`config.mk`:
```
export PLATFORM = sky130hd
export DESIGN_NAME = cost_display
export DESIGN_NICKNAME = d
export VERILOG_FILES = /design/src/rtl/cost_display.sv
export SDC_FILE = /design/constraint.sdc
export NUM_CORES = 1
export LEC_CHECK = 0
export ABC_CLOCK_PERIOD_IN_PS = 2780
export BUFFER_PORTS_ARGS = -buffer_cell sky130_fd_sc_hd__buf_2
export CORE_MARGIN = 1
export CORE_UTILIZATION = 60
export CTS_CLUSTER_SIZE = 30
export DETAILED_ROUTE_END_ITERATION = 12
export PLACE_DENSITY_LB_ADDON = 0.05
export SETUP_SLACK_MARGIN = 0.4
export SYNTH_ARGS = -nofsm -noshare
export SYNTH_HDL_FRONTEND = slang
export SYNTH_SLANG_ARGS = --single-unit
```
`constraint.sdc`:
```
create_clock -name clk -period 2.78 [get_ports clk]
set_input_delay 0.695 -clock clk [delete_from_list [all_inputs] [get_ports clk]]
set_output_delay 0.695 -clock clk [all_outputs]
set_load 0.05 [all_outputs]
```
`src/rtl/cost_display.sv`:
```
// ---------------------------------------------------------------------------
// cost_display
//
// Converts a 14-bit parking cost (cents) to four BCD digits with a sequential
// double-dabble engine, then drives a multiplexed, active-low 4-digit
// 7-segment display that reads DD.CC.
//
// Parameters:
//   REFRESH_DIV  clk cycles each digit stays active (minimum 2)
//
// Ports:
//   clk          system clock, rising edge
//   rst_n        asynchronous active-low reset
//   cost         cost in cents, unsigned (values above 9999 are clamped)
//   cost_valid   one-cycle strobe qualifying cost
//   busy         high while a conversion is in progress (SHIFT or LOAD)
//   overflow     last displayed cost was clamped to 9999
//   seg          segments {g,f,e,d,c,b,a}, active-low
//   dp           decimal point, active-low (lit with the dollars-units digit)
//   an           digit anodes, active-low; an[3] thousands .. an[0] units
//
// Build option:
//   COST_DISPLAY_BLANK_EN  blank the thousands digit when it is zero
// ---------------------------------------------------------------------------
module cost_display #(
    parameter int REFRESH_DIV = 100000
) (
    input  logic        clk,
    input  logic        rst_n,
    input  logic [13:0] cost,
    input  logic        cost_valid,
    output logic        busy,
    output logic        overflow,
    output logic [6:0]  seg,
    output logic        dp,
    output logic [3:0]  an
);

    typedef enum logic [1:0] {
        IDLE  = 2'd0,
        SHIFT = 2'd1,
        LOAD  = 2'd2
    } state_t;

    localparam logic [13:0] MAX_COST  = 14'd9999;
    localparam logic [3:0]  ITER_LAST = 4'd13;   // 14 iterations: 0..13
    localparam int          CNT_W     = $clog2(REFRESH_DIV);
    localparam logic [CNT_W-1:0] CNT_LAST = CNT_W'(REFRESH_DIV - 1);

    // Conversion state
    state_t      r_state;
    logic        r_busy;
    logic [13:0] r_shift;
    logic [15:0] r_bcd;
    logic [3:0]  r_iter;
    logic        r_clamp;
    logic [13:0] r_pend;
    logic        r_pend_v;
    logic [15:0] r_result;
    logic        r_result_ovf;
    logic        r_commit;

    // Display / scan state
    logic [15:0]      r_display;
    logic             r_overflow;
    logic [CNT_W-1:0] r_scan_cnt;
    logic [1:0]       r_digit_idx;

    logic [13:0] w_src;
    logic [13:0] w_src_clamped;
    logic        w_src_over;
    logic        w_start;
    logic [15:0] w_bcd_adj;
    logic [29:0] w_dd_next;
    logic [3:0]  w_digit;

    // A conversion source is the live input except when leaving LOAD with no
    // fresh strobe, where the buffered value is served. A strobe landing in
    // the LOAD cycle is newer than the buffer, so it wins.
    assign w_src         = (r_state == LOAD && !cost_valid) ? r_pend : cost;
    assign w_src_over    = (w_src > MAX_COST);
    assign w_src_clamped = w_src_over ? MAX_COST : w_src;

    assign w_start = ((r_state == IDLE) && cost_valid) ||
                     ((r_state == LOAD) && (r_pend_v || cost_valid));

    // One double-dabble step: add 3 to every nibble >= 5, then shift the
    // concatenated {bcd, binary} register left by one.
    always_comb begin
        // NOTE: every combinational output gets a default first so no path
        // leaves it unassigned, which would otherwise infer a latch.
        w_bcd_adj = r_bcd;
        for (int i = 0; i < 4; i++) begin
            if (r_bcd[i*4 +: 4] >= 4'd5)
                w_bcd_adj[i*4 +: 4] = r_bcd[i*4 +: 4] + 4'd3;
        end
    end

    assign w_dd_next = {w_bcd_adj, r_shift} << 1;

    // Conversion FSM
    always_ff @(posedge clk or negedge rst_n) begin
        if (!rst_n) begin
            r_state      <= IDLE;
            r_busy       <= 1'b0;
            r_shift      <= '0;
            r_bcd        <= '0;
            r_iter       <= '0;
            r_clamp      <= 1'b0;
            r_pend       <= '0;
            r_pend_v     <= 1'b0;
            r_result     <= '0;
            r_result_ovf <= 1'b0;
            r_commit     <= 1'b0;
        end else begin
            // NOTE: non-blocking assignments throughout sequential logic so
            // every register samples the pre-edge values of its neighbours.
            r_commit <= 1'b0;

            case (r_state)
                SHIFT: begin
                    r_bcd   <= w_dd_next[29:14];
                    r_shift <= w_dd_next[13:0];
                    r_iter  <= r_iter + 4'd1;
                    if (cost_valid) begin
                        r_pend   <= cost;
                        r_pend_v <= 1'b1;
                    end
                    if (r_iter == ITER_LAST)
                        r_state <= LOAD;
                end
                LOAD: begin
                    r_result     <= r_bcd;
                    r_result_ovf <= r_clamp;
                    r_commit     <= 1'b1;
                    if (!w_start) begin
                        r_state <= IDLE;
                        r_busy  <= 1'b0;
                    end
                end
                IDLE: ;
                default: begin
                    r_state <= IDLE;
                    r_busy  <= 1'b0;
                end
            endcase

            // Start (or restart back-to-back) a conversion; overrides the
            // LOAD-cycle defaults above and consumes the pending buffer.
            if (w_start) begin
                r_shift  <= w_src_clamped;
                r_clamp  <= w_src_over;
                r_bcd    <= '0;
                r_iter   <= '0;
                r_state  <= SHIFT;
                r_busy   <= 1'b1;
                r_pend_v <= 1'b0;
            end
        end
    end

    // The LOAD result is staged one cycle before reaching the display so a
    // back-to-back conversion may clear the accumulator at the LOAD edge
    // while the finished value still lands on the following edge.
    always_ff @(posedge clk or negedge rst_n) begin
        if (!rst_n) begin
            r_display  <= '0;
            r_overflow <= 1'b0;
        end else if (r_commit) begin
            r_display  <= r_result;
            r_overflow <= r_result_ovf;
        end
    end

    // Digit scan, free-running and independent of the conversion FSM
    always_ff @(posedge clk or negedge rst_n) begin
        if (!rst_n) begin
            r_scan_cnt  <= '0;
            r_digit_idx <= '0;
        end else if (r_scan_cnt == CNT_LAST) begin
            r_scan_cnt  <= '0;
            r_digit_idx <= r_digit_idx + 2'd1;
        end else begin
            r_scan_cnt <= r_scan_cnt + 1'b1;
        end
    end

    function automatic logic [6:0] seg_pattern(input logic [3:0] d);
        case (d)
            4'd0:    return 7'b1000000;
            4'd1:    return 7'b1111001;
            4'd2:    return 7'b0100100;
            4'd3:    return 7'b0110000;
            4'd4:    return 7'b0011001;
            4'd5:    return 7'b0010010;
            4'd6:    return 7'b0000010;
            4'd7:    return 7'b1111000;
            4'd8:    return 7'b0000000;
            4'd9:    return 7'b0010000;
            default: return 7'b1111111;
        endcase
    endfunction

    assign w_digit = r_display[{r_digit_idx, 2'b00} +: 4];

    always_comb begin
        an  = ~(4'b0001 << r_digit_idx);
        dp  = (r_digit_idx != 2'd2);
        seg = seg_pattern(w_digit);
`ifdef COST_DISPLAY_BLANK_EN
        if (r_digit_idx == 2'd3 && w_digit == 4'd0)
            seg = 7'b1111111;
`endif
    end

    assign busy     = r_busy;
    assign overflow = r_overflow;

endmodule

```
==> metrics.md, run 1 <==
| Metric | Value |
|---|---|
| Final GP Congestion | `0.751` |
| Post-route ant nets | `0` |
| CTS Buffer Depth | `2` |
| Worst Path Required | `2090 ps` |
| Final instance area | `5960 µm²` |
| First-pass GRT wire length | `15800 µm` |
| Post-synth EDFFs | `0` |
| Worst R2R Start | `r_state[0]$_DFFE_PN0P_` |
| Slew headroom | `35.6%` |
| Syn-to-layout area delta | `14.5%` |
| CP top delay family | `multiplexers` |
| Syn nets | `506` |
| Multiplexer share of the synthesized area | `13.7%` |
| Layout cells sized above 1 | `29.0%` |
| CP Buf/Inv Count | `1` |
| DRC errors left | `0` |
| Core area | `8300 µm²` |
| ANT cells | `0` |
| # IOs | `31` |
| Tcrit/Tclk final | `102%` |
| Crit Path Class | `flip-flop to primary output` |
| Synth Area in Compound Gates | `9.15%` |
| Layout Nets | `543` |
| CP arrival | `2140 ps` |
| Die span in y | `95.2 µm` |
| Peak Freq | `352 MHz` |
| Number of global-route vias before repair | `3342` |
| RR Endpoint | `r_shift[4]$_DFFE_PN0P_` |
| Commonest non-fill, non-tap cell in the layout | `dfrtp_1` |
| Reg clk slew, reported paths | `90 ps` |
| Failing checks | `negative setup slack` |
| Clock Skew | `10.4 ps` |
| Cell Chain, Critical Path | `mux4_2, ha_2, or2_4, a21oi_4, a21oi_4, buf_6` |
| Std cell rows | `33` |
| Seq/Total Area, Yosys | `51.4%` |
| Worst IR drop on VDD | `0.422 mV` |
| Critical Path Max Stage Delay | `550 ps` |
| Max-cap violations | `0` |
| Post-detail-place hpwl | `6540 µm` |
| DRT iter0 DRCs | `140` |
| Number of buffers added on ports | `30` |
| WHS | `357 ps` |
| Vias per cell | `5.61` |
| Vias | `3453` |
| Power Density | `828 nW/µm²` |
| Final hold viol count | `0` |
| 1st-pass router iterations | `4` |
| # hold bufs at CTS | `0` |
| Clock Power Share | `21.3%` |
| Gr ovfl total | `0` |
| Routed len/inst | `15.2 µm` |
| Ys async rst share | `100%` |
| Cells after synthesis | `469` |
| Adder-cell share of the synthesized area | `4.80%` |
| CTS Sinks | `107` |
| Sw Share | `33.7%` |
| Synth Register Bits | `107` |
| Least-Margin Pin Slew | `967 ps` |
| Post-synth cell types | `51` |
| Slowest-stage cell, CP | `mux4_2` |
| RSZ-0062 raised after global routing | `true` |
| R2R depth | `4` |
| Leakage power | `0.00272 µW` |
| HP Class | `input pin to asynchronous set/reset pin` |
| Worst path depth | `6` |
| Mean post-synth cell area | `11.1 µm²` |
| Pin count of the biggest net entering global routing | `50` |
| Clock Root Buffer | `clkbuf_8` |
| Setup WS pre-CTS | `125 ps` |
| Total Wirelength | `9370 µm` |
| Mapped Area | `5210 µm²` |
| Power, Total | `4940 µW` |
| Gr usage total | `22.6%` |
| Die width | `95.2 µm` |
| NetSw | `1660 µW` |
| CTS H-tree lvls | `3` |
| Minimum clock period | `2840 ps` |
| Num CTS Buffers | `9` |
| Worst-Skew Late Latency | `360 ps` |
| CTS tree | `yes` |
| Setup crit start kind | `flip-flop` |
| Most used cell, CP | `a21oi_4` |
| Commonest cells after routing, fill and taps aside | `dfrtp_1, nand2_1, mux2_2` |
| Area post-placement | `5540 µm²` |
| Crit-path max FO | `4` |
| Main combinational cell family by area after synthesis | `multiplexers` |
| Initial antenna violation count | `0` |
| Int Pwr | `3280 µW` |
| Status | `finished, violations left` |
| Flop-to-flop setup slack | `900 ps` |
| Synth warn | `0` |
| Final WS setup | `-59.1 ps` |
| Initial Util | `62.8%` |
| Synth Area in Simple Gates | `13.3%` |
| Register share of total power | `46.6%` |
| Final setup fails | `6` |
| Setup TNS | `-225 ps` |
| Prevailing post-synth register cell | `dfrtp_1` |
| Max-slew violation count | `0` |
| Combinational Power Share | `32.1%` |
| Critical Path Sink Type | `primary output` |
| Post-Synth XOR/XNOR Area | `3.87%` |
| Die area | `9060 µm²` |
==> stage by stage <==
step,utilization [%],instances
6_report,71.9,616
4_1_cts,71.2,613
5_1_grt,71.9,616
2_1_floorplan,-,469
3_3_place_gp,66.8,590
3_5_place_dp,66.8,590
==> cells by family (layout without fill, tap and decap cells) <==
family                     count (synthesis)  in the layout
DFF                                      107            107
adders and majority gates                 20             20
AOI/OAI and AO/OA                         74             74
xor gates and xnor gates                  23             23
muxes                                     60             60
and+or+nand+nor                          140            140
buffers and inverters                     45             87
==> registers in the layout, summed over array words and instances, names as in the netlist <==
signal,count
r_state,2
r_result,16
r_result_ovf,1
busy,1
r_scan_cnt,17
r_digit_idx,2
r_pend_v,1
r_pend,14
r_clamp,1
r_iter,4
r_bcd,16
overflow,1
r_shift,14
r_commit,1
r_display,16
==> routing by layer <==
metal  up-vias  GRT usage (%)  wire length, µm
li1       1704              -                -
met1      1695           31.1             4600
met2        41           37.0             4430
met3        13           3.83              212
met4         0           6.69              123
met5         -              0                0
==> layout make-up <==
cell class                 count  area (µm²)
clock inverter                 4        72.6
multi-input combinational    317        2470
tap                          105         131
inverter                      21        78.8
clock buffer                  12         155
fill                         577        2340
sequential                   107        2680
timing repair buffer          50         372
==> cell usage after synthesis (3+ instances only) <==
master	number	area share, %
clkbuf_1	9	0.65
mux2_2	45	9.7
buf_2	9	0.86
nand2b_1	10	1.2
a32oi_1	3	0.50
o21ai_0	29	2.8
o31ai_1	4	0.58
mux2i_1	10	1.9
xnor2_1	14	2.4
and4_1	3	0.50
nor3_1	9	0.86
dfrtp_1	107	51
xor2_1	9	1.5
and3_1	5	0.60
or3_1	3	0.36
ha_1	20	4.8
nand2_1	55	4.0
mux4_2	4	1.7
nor2b_1	7	0.84
nand4_1	3	0.36
a21oi_1	14	1.3
inv_1	21	1.5
a211oi_1	3	0.43
nor2_1	22	1.6
a22o_1	4	0.67
nand3_1	12	1.2
a31oi_1	4	0.48
==> timing repair <==
action | 4_1_cts | 5_1_grt
cloned | 0 | 0
pin swaps | 7 | 3
setup buffers | 7 | 3
gates resized for setup | 25 | 11
hold endpoints to repair | 0 | 0
setup endpoints to repair | 7 | 7
==> worst max path at each step <==
stage / start / endpoint
final: r_digit_idx[0]$_DFFE_PN0N_ / seg[3]
after global routing: r_digit_idx[0]$_DFFE_PN0N_ / seg[5]
after CTS: r_digit_idx[0]$_DFFE_PN0N_ / seg[3]
after detailed placement: r_digit_idx[0]$_DFFE_PN0N_ / seg[3]
after global placement: r_digit_idx[0]$_DFFE_PN0N_ / seg[3]
after floorplan: r_digit_idx[0]$_DFFE_PN0N_ / seg[0]
==> power groups by stage <==
stage | logic (µW) | registers [µW] | clock network, µW
final | 1580 | 2300 | 1050
after global routing | 1780 | 2370 | 1130
after CTS | 1580 | 2300 | 1080
after detailed placement | 1520 | 2330 | 0
after global placement | 1470 | 2310 | 0
after floorplan | 1220 | 2260 | 0
Note: power is estimated with default switching activity, not from simulation.
==> inputs of run 2 (changes only) <==
--- a/config.mk
+++ b/config.mk
@@ -5,6 +5,7 @@
 export SDC_FILE = /design/constraint.sdc
 export NUM_CORES = 1
 export LEC_CHECK = 0
+export ABC_AREA = 1
 export ABC_CLOCK_PERIOD_IN_PS = 2780
 export BUFFER_PORTS_ARGS = -buffer_cell sky130_fd_sc_hd__buf_2
 export CORE_MARGIN = 1
==> run 2 against run 1 <==
Against the previous run:
- the flow now finishes without violations
- worst setup slack improved by 120 ps
- clock power down 17%
- sequential share of layout area decreased by 0.82 points
- critical path type unchanged
- largest cell class unchanged
==> metrics.md, run 2 <==
| Metric | Value |
|---|---|
| Std cell rows | `33 (unchanged)` |
| Post-route ant nets | `0 (unchanged)` |
| First-pass GRT wire length | `18200 µm (+15%)` |
| Routed len/inst | `14.4 µm (-5.2%)` |
| DRT iter0 DRCs | `127 (-9.3%)` |
| Least-Margin Pin Slew | `822 ps (-145 ps)` |
| Synth warn | `0 (unchanged)` |
| Final instance area | `6070 µm² (+1.9%)` |
| Commonest cells after routing, fill and taps aside | `nand2_1, dfrtp_1, inv_1` |
| Worst IR drop on VDD | `0.684 mV (+62%)` |
| Num CTS Buffers | `9 (unchanged)` |
| Setup WS pre-CTS | `207 ps (+81.7 ps)` |
| Int Pwr | `3570 µW (+9.1%)` |
| Critical Path Sink Type | `primary output` |
| CP Buf/Inv Count | `3 (+2)` |
| Crit-path max FO | `6 (+2)` |
| Die area | `9240 µm² (+2.1%)` |
| Peak Freq | `367 MHz (+4.2%)` |
| Clock Root Buffer | `clkbuf_8` |
| Number of global-route vias before repair | `4031 (+21%)` |
| Final GP Congestion | `0.837 (+12%)` |
| Clock Power Share | `14.0% (-7.3 points)` |
| Synth Register Bits | `107 (unchanged)` |
| Register share of total power | `39.2% (-7.4 points)` |
| Critical Path Max Stage Delay | `480 ps (-70 ps)` |
| # IOs | `31 (unchanged)` |
| Post-synth EDFFs | `0 (unchanged)` |
| Power Density | `1020 nW/µm² (+23%)` |
| Post-detail-place hpwl | `7400 µm (+13%)` |
| Leakage power | `0.00296 µW (+8.8%)` |
| 1st-pass router iterations | `5 (+1)` |
| Ys async rst share | `100% (unchanged)` |
| Flop-to-flop setup slack | `590 ps (-310 ps)` |
| Sw Share | `42.3% (+8.6 points)` |
| Mean post-synth cell area | `8.58 µm² (-23%)` |
| Most used cell, CP | `nand2_2` |
| NetSw | `2620 µW (+58%)` |
| Slowest-stage cell, CP | `dfrtp_2` |
| ANT cells | `0 (unchanged)` |
| Layout fillers | `647 (+12%)` |
| Layout Nets | `696 (+28%)` |
| Post-synth cell types | `32 (-37%)` |
| Top post-synthesis cells by area | `dfrtp_1, nand2_1, o21ai_0, inv_1, ha_1` |
| Final setup fails | `0 (-6)` |
| Clock Skew | `7.59 ps (-2.79 ps)` |
| Setup TNS | `0 ps (+225 ps)` |
| Mapped Area | `5320 µm² (+2.1%)` |
| Combinational Power Share | `46.8% (+15 points)` |
| Worst Path Required | `2090 ps (about the same)` |
| CP top delay family | `flip-flops` |
| Seq/Total Area, Yosys | `50.3% (-1.1 points)` |
| Cell Chain, Critical Path | `buf_6, o21ai_2, nand2_2, buf_4, ha_1, o21ai_1, nand2_2, buf_8` |
| Initial antenna violation count | `0 (unchanged)` |
| Cell taking the most area after synthesis | `dfrtp_1` |
| Setup crit start kind | `flip-flop` |
| Worst-Skew Late Latency | `360 ps (about the same)` |
| HP Class | `input pin to asynchronous set/reset pin` |
| CTS Buffer Depth | `2 (unchanged)` |
| Most common cell in the synthesized netlist | `nand2_1` |
| Tcrit/Tclk final | `98.0% (-4.2 points)` |
| CTS tree | `yes` |
| Core area | `8380 µm² (+1.0%)` |
| Max reg flops | `17 (unchanged)` |
| Max-slew violation count | `0 (unchanged)` |
| CP arrival | `2030 ps (-110 ps)` |
| Synth top cells by count | `nand2_1, dfrtp_1, inv_1, o21ai_0, nor2_1` |
| DRC errors left | `0 (unchanged)` |
| Syn nets | `657 (+30%)` |
| Minimum clock period | `2720 ps (-116 ps)` |
| Vias per cell | `5.50 (-1.9%)` |
| Commonest non-fill, non-tap cell in the layout | `nand2_1` |
| Slew headroom | `45.2% (+9.7 points)` |
| Area post-placement | `5590 µm² (+0.95%)` |
| Die span in y | `96.2 µm (+1.0%)` |
| CTS Sinks | `107 (unchanged)` |
| Total Wirelength | `11100 µm (+18%)` |
| RSZ-0062 raised after global routing | `true` |
| CTS H-tree lvls | `3 (unchanged)` |
| Reg clk slew, reported paths | `100 ps (about the same)` |
| Number of buffers added on ports | `30 (unchanged)` |
| Pin count of the biggest net entering global routing | `49 (-2.0%)` |
| Die width | `96.2 µm (+1.0%)` |
| Max-cap violations | `0 (unchanged)` |
| Gr ovfl total | `0 (unchanged)` |
| Final WS setup | `56.6 ps (+116 ps)` |
| Final hold viol count | `0 (unchanged)` |
| Prevailing post-synth register cell | `dfrtp_1` |
| Vias | `4230 (+23%)` |
| Status | `complete, no violations` |
| Crit Path Class | `flip-flop to primary output` |
| # hold bufs at CTS | `0 (unchanged)` |
| Cells after synthesis | `620 (+32%)` |
| Initial Util | `63.5% (+0.70 points)` |
| Top reg by flops | `r_scan_cnt` |
| Gr usage total | `25.6% (+3.0 points)` |
| Top-area cell type share of the netlist area | `50.3% (-1.1 points)` |
| Syn-to-layout area delta | `14.2%` |
| Layout cells sized above 1 | `19.7% (-9.2 points)` |
[run 2: cell types whose count changed after synthesis, sizes merged, moves of 5 or more]
cell / previous run / this run
nand2: 55 / 150
inv: 21 / 88
o21ai: 29 / 76
mux2: 46 / 19
nor2: 22 / 46
nand3: 13 / 29
xnor2: 14 / 1
o22ai: 1 / 12
mux2i: 10 / 0
nand2b: 10 / 0
nor2b: 7 / 0
and3: 5 / 0
[run 2: final timing paths]
path | startpoint | to | depth (start not counted)
max | r_digit_idx[0]$_DFFE_PN0N_ | seg[0] | 8
min | rst_n | r_display[7]$_DFFE_PN0P_ | 1
max reg2reg | r_state[1]$_DFFE_PN0P_ | r_pend[5]$_DFFE_PN0P_ | 3
min reg2reg | r_result[9]$_DFFE_PN0N_ | r_display[9]$_DFFE_PN0P_ | 2
max in group asynchronous | rst_n | r_shift[2]$_DFFE_PN0P_ | 2
min in group clk | r_result[9]$_DFFE_PN0N_ | r_display[9]$_DFFE_PN0P_ | 2
[run 2: repair_timing]
item | 4_1_cts | 5_1_grt
endpoints found under the setup margin | 10 | 7
gates resized for setup | 43 | 22
pin swaps | 6 | 9
buffers inserted | 7 | 4
[run 2: worst reg2reg max path, delay by kind of cell (launching register included)]
family / cells / cell delay, ps
and+or+nand+nor: 2 / 1160
DFF: 1 / 490
muxes: 1 / 440
[run 2: kinds of logic after synthesis]
group / Yosys count / share of synthesized area [%]
buffers and inverters: 106 / 8.23
AO/OA/AOI/OAI: 113 / 11.6
AND/OR/NAND/NOR: 245 / 19.5
adder cells (fa/ha/maj): 20 / 4.70
multiplexers: 19 / 4.02
flip-flops: 107 / 50.3
XOR/XNOR: 10 / 1.65
[run 2: layer usage]
| layer | GRT usage, % | wire [µm] | vias up |
|---|---|---|---|
| met4 | 7.09 | 161 | 0 |
| met2 | 44.0 | 5660 | 68 |
| met1 | 33.1 | 4960 | 2074 |
| met3 | 4.66 | 315 | 16 |
| met5 | 0 | 0 | - |
| li1 | - | - | 2072 |
[run 2: layout make-up]
| type | count | area, µm² | area share, % |
|---|---|---|---|
| Clock buffer | 10 | 128 | 2.10 |
| Clock inverter | 6 | 51.3 | 0.844 |
| Inverter | 88 | 340 | 5.60 |
| Multi-Input combinational cell | 407 | 2390 | 39.3 |
| Sequential cell | 107 | 2680 | 44.1 |
| Tap cell | 105 | 131 | 2.16 |
| Timing Repair Buffer | 46 | 355 | 5.85 |
[run 2: power by group through the flow]
stage	clock network, µW	logic [µW]	registers [µW]
4_1_cts	897	2710	2410
3_3_place_gp	0	2330	2420
6_report	867	2900	2430
5_1_grt	952	3250	2490
3_5_place_dp	0	2420	2440
2_1_floorplan	0	1890	2390
[run 2: through the flow]
stage          std cells  power (µW)  hold WS [ps]  utilization, %
6_report             769        6200           327            72.5
5_1_grt              769        6690           383            72.5
4_1_cts              765        6020           365            70.9
3_5_place_dp         742        4870           467            66.7
3_3_place_gp         742        4750           451            66.7
2_1_floorplan        620        4280           399               -
==> inputs of run 3 (changes only) <==
--- a/config.mk
+++ b/config.mk
@@ -13,6 +13,7 @@
 export CTS_CLUSTER_SIZE = 30
 export DETAILED_ROUTE_END_ITERATION = 12
 export PLACE_DENSITY_LB_ADDON = 0.05
+export RECOVER_POWER = 50
 export SETUP_SLACK_MARGIN = 0.4
 export SYNTH_ARGS = -nofsm -noshare
 export SYNTH_HDL_FRONTEND = slang
==> run 3 against run 2 <==
Against the previous run:
- sequential share of layout area rose by 0.21 points
- utilization fell by 0.34 points
- power fell by 0.24%
- via count fell by 0.31%
- non-clock buffer count did not move
- first-iteration DRC count fell by 0.79%
- final cell count did not move
- routed wire length barely moved
- critical path depth did not move
- largest power group unchanged
==> metrics.md, run 3 (synthesized netlist as in run 2, its figures left out) <==
| Metric | Value |
|---|---|
| Gr usage total | `25.6% (unchanged)` |
| Power, Total | `6180 µW (-0.24%)` |
| NetSw | `2610 µW (-0.37%)` |
| Max reg flops | `17 (unchanged)` |
| Die area | `9240 µm² (unchanged)` |
| Total Wirelength | `11100 µm (about the same)` |
| CP arrival | `2030 ps (about the same)` |
| Sw Share | `42.3% (-0.055 points)` |
| Worst IR drop on VDD | `0.683 mV (-0.16%)` |
| Num CTS Buffers | `9 (unchanged)` |
| DRC errors left | `0 (unchanged)` |
| First-pass GRT wire length | `18200 µm (unchanged)` |
| Slowest-stage cell, CP | `dfrtp_2` |
| Final GP Congestion | `0.837 (unchanged)` |
| Worst Setup EP | `seg[0]` |
| Vias | `4217 (-0.31%)` |
| CTS Sinks | `107 (unchanged)` |
| Clock Root Buffer | `clkbuf_8` |
| CP Buf/Inv Count | `3 (unchanged)` |
| Layout Nets | `696 (unchanged)` |
| RSZ-0062 raised after global routing | `true` |
| Die span in y | `96.2 µm (unchanged)` |
| Max-slew violation count | `0 (unchanged)` |
| Int Pwr | `3570 µW (-0.14%)` |
| Top reg by flops | `r_scan_cnt` |
| CTS H-tree lvls | `3 (unchanged)` |
| Gr ovfl total | `0 (unchanged)` |
| Final instance area | `6050 µm² (-0.47%)` |
| Crit path launch | `r_digit_idx[0]$_DFFE_PN0N_` |
| Final hold viol count | `0 (unchanged)` |
| 1st-pass router iterations | `4 (-1)` |
| Worst-Skew Late Latency | `360 ps (about the same)` |
| ANT cells | `0 (unchanged)` |
| Worst Path Required | `2090 ps (about the same)` |
| Tcrit/Tclk final | `97.9% (about the same)` |
| RR Endpoint | `r_shift[0]$_DFFE_PN0P_` |
| Max-cap violations | `0 (unchanged)` |
| Slew headroom | `20.1% (-25 points)` |
| # hold bufs at CTS | `0 (unchanged)` |
| R2R depth | `8 (+5)` |
| Critical Path Sink Type | `primary output` |
| Power Density | `1020 nW/µm² (+0.24%)` |
| Pin count of the biggest net entering global routing | `49 (unchanged)` |
| Final setup fails | `0 (unchanged)` |
| Std cell rows | `33 (unchanged)` |
| Syn-to-layout area delta | `13.7%` |
| Layout cells sized above 1 | `19.1% (-0.60 points)` |
| DRT iter0 DRCs | `126 (-0.79%)` |
| Initial Util | `63.5% (unchanged)` |
| Minimum clock period | `2720 ps (-0.864 ps)` |
| Register share of total power | `39.2% (about the same)` |
| Crit-path max FO | `6 (unchanged)` |
| Worst path depth | `8 (unchanged)` |
| Least-Margin Pin Slew | `1200 ps (+376 ps)` |
| Initial antenna violation count | `0 (unchanged)` |
| Most used cell, CP | `nand2_2` |
| Flop-to-flop setup slack | `580 ps (about the same)` |
| Leakage power | `0.00296 µW (-0.27%)` |
| Routed len/inst | `14.4 µm (about the same)` |
| Number of global-route vias before repair | `4031 (unchanged)` |
| Commonest non-fill, non-tap cell in the layout | `nand2_1` |
| Worst R2R Start | `r_state[1]$_DFFE_PN0P_` |
| Vias per cell | `5.48 (-0.31%)` |
| Setup crit start kind | `flip-flop` |
| Crit Path Class | `flip-flop to primary output` |
| Clock Power Share | `14.0% (about the same)` |
| CTS Buffer Depth | `2 (unchanged)` |
| Number of buffers added on ports | `30 (unchanged)` |
| Post-detail-place hpwl | `7400 µm (unchanged)` |
| Critical Path Max Stage Delay | `480 ps (about the same)` |
| Commonest cells after routing, fill and taps aside | `nand2_1, dfrtp_1, inv_1` |
| Reg clk slew, reported paths | `100 ps (about the same)` |
| Die width | `96.2 µm (unchanged)` |
| Status | `complete, no violations` |
| Clock Skew | `6.70 ps (-0.882 ps)` |
| Post-route ant nets | `0 (unchanged)` |
| Combinational Power Share | `46.8% (about the same)` |
| # IOs | `31 (unchanged)` |
| Area post-placement | `5590 µm² (unchanged)` |
| Core area | `8380 µm² (unchanged)` |
| CP top delay family | `buffers and inverters` |
| Cell Chain, Critical Path | `buf_6, o21ai_2, nand2_2, buf_4, ha_1, o21ai_1, nand2_2, buf_8` |
| CTS tree | `yes` |
| Peak Freq | `367 MHz (about the same)` |
| HP Class | `flip-flop to flip-flop` |
run 3: cell count changes in the layout (fill, tap and decap cells not counted):
cell / previous run / this run
buf_4: 12 / 10
buf_12: 1 / 0
inv_2: 6 / 4
nor2_4: 3 / 2
clkbuf_1: 1 / 2
clkbuf_2: 0 / 2
nor2_1: 41 / 42
inv_1: 79 / 81
run 3: layer usage:
layer  routed length [µm]  part of all wire [%]  track usage, %
met5                    0                     0               0
met4                  178                   1.6            7.09
met3                  331                   3.0            4.66
met2                 5600                    51            44.0
met1                 4970                    45            33.1
run 3: how the worst min path moves through the flow:
stage,depth (start not counted),from,slack [ps],to
finish,2,r_result[9]$_DFFE_PN0N_,480,r_display[9]$_DFFE_PN0P_
global route,2,r_result[9]$_DFFE_PN0N_,500,r_display[9]$_DFFE_PN0P_
CTS,1,rst_n,370,r_display[7]$_DFFE_PN0P_
detailed placement,2,r_result[9]$_DFFE_PN0N_,470,r_display[9]$_DFFE_PN0P_
global placement,1,r_scan_cnt[0]$_DFF_PN0_,450,r_scan_cnt[0]$_DFF_PN0_
floorplan,0,rst_n,400,busy$_DFFE_PN0P_
run 3: what timing repair did:
| action | in CTS | in global routing |
|---|---|---|
| pin swaps | 6 | 9 |
| setup endpoints to repair | 10 | 7 |
| gates cloned | 0 | 0 |
| gates resized for setup | 43 | 22 |
| setup buffers | 7 | 4 |
run 3: worst register-to-register path, delay by kind of cell (launching register included):
kind / cells / cell delay, ps
DFF: 1 / 500
AOI/OAI and AO/OA: 2 / 290
buffers and inverters: 2 / 460
and+or+nand+nor: 4 / 840
run 3: layout make-up:
cell class              instances  area (µm²)
flip-flops and latches        107        2680
multi-input cells             407        2380
fillers                       654        2340
inverters                      88         340
repair buffers                 46         334
well taps                     105         131
clock buffers                  10         128
clock inverters                 6        51.3
run 3: power groups by stage:
stage                     combinational, µW  clock [µW]  sequential (µW)
after floorplan                        1890           0             2390
after global placement                 2330           0             2420
after detailed placement               2420           0             2440
after CTS                              2710         897             2410
after global routing                   3240         952             2490
final                                  2890         867             2420
run 3: metrics by stage:
step	cells	setup WS [ps]	hold WS, ps	util, %	TNS, ps
final	769	57.5	485	72.1	0
after global routing	769	-32.2	499	72.1	-81.1
after CTS	765	127	365	70.9	0
after detailed placement	742	207	467	66.7	0
after global placement	742	303	451	66.7	0
after floorplan	620	378	399	-	0
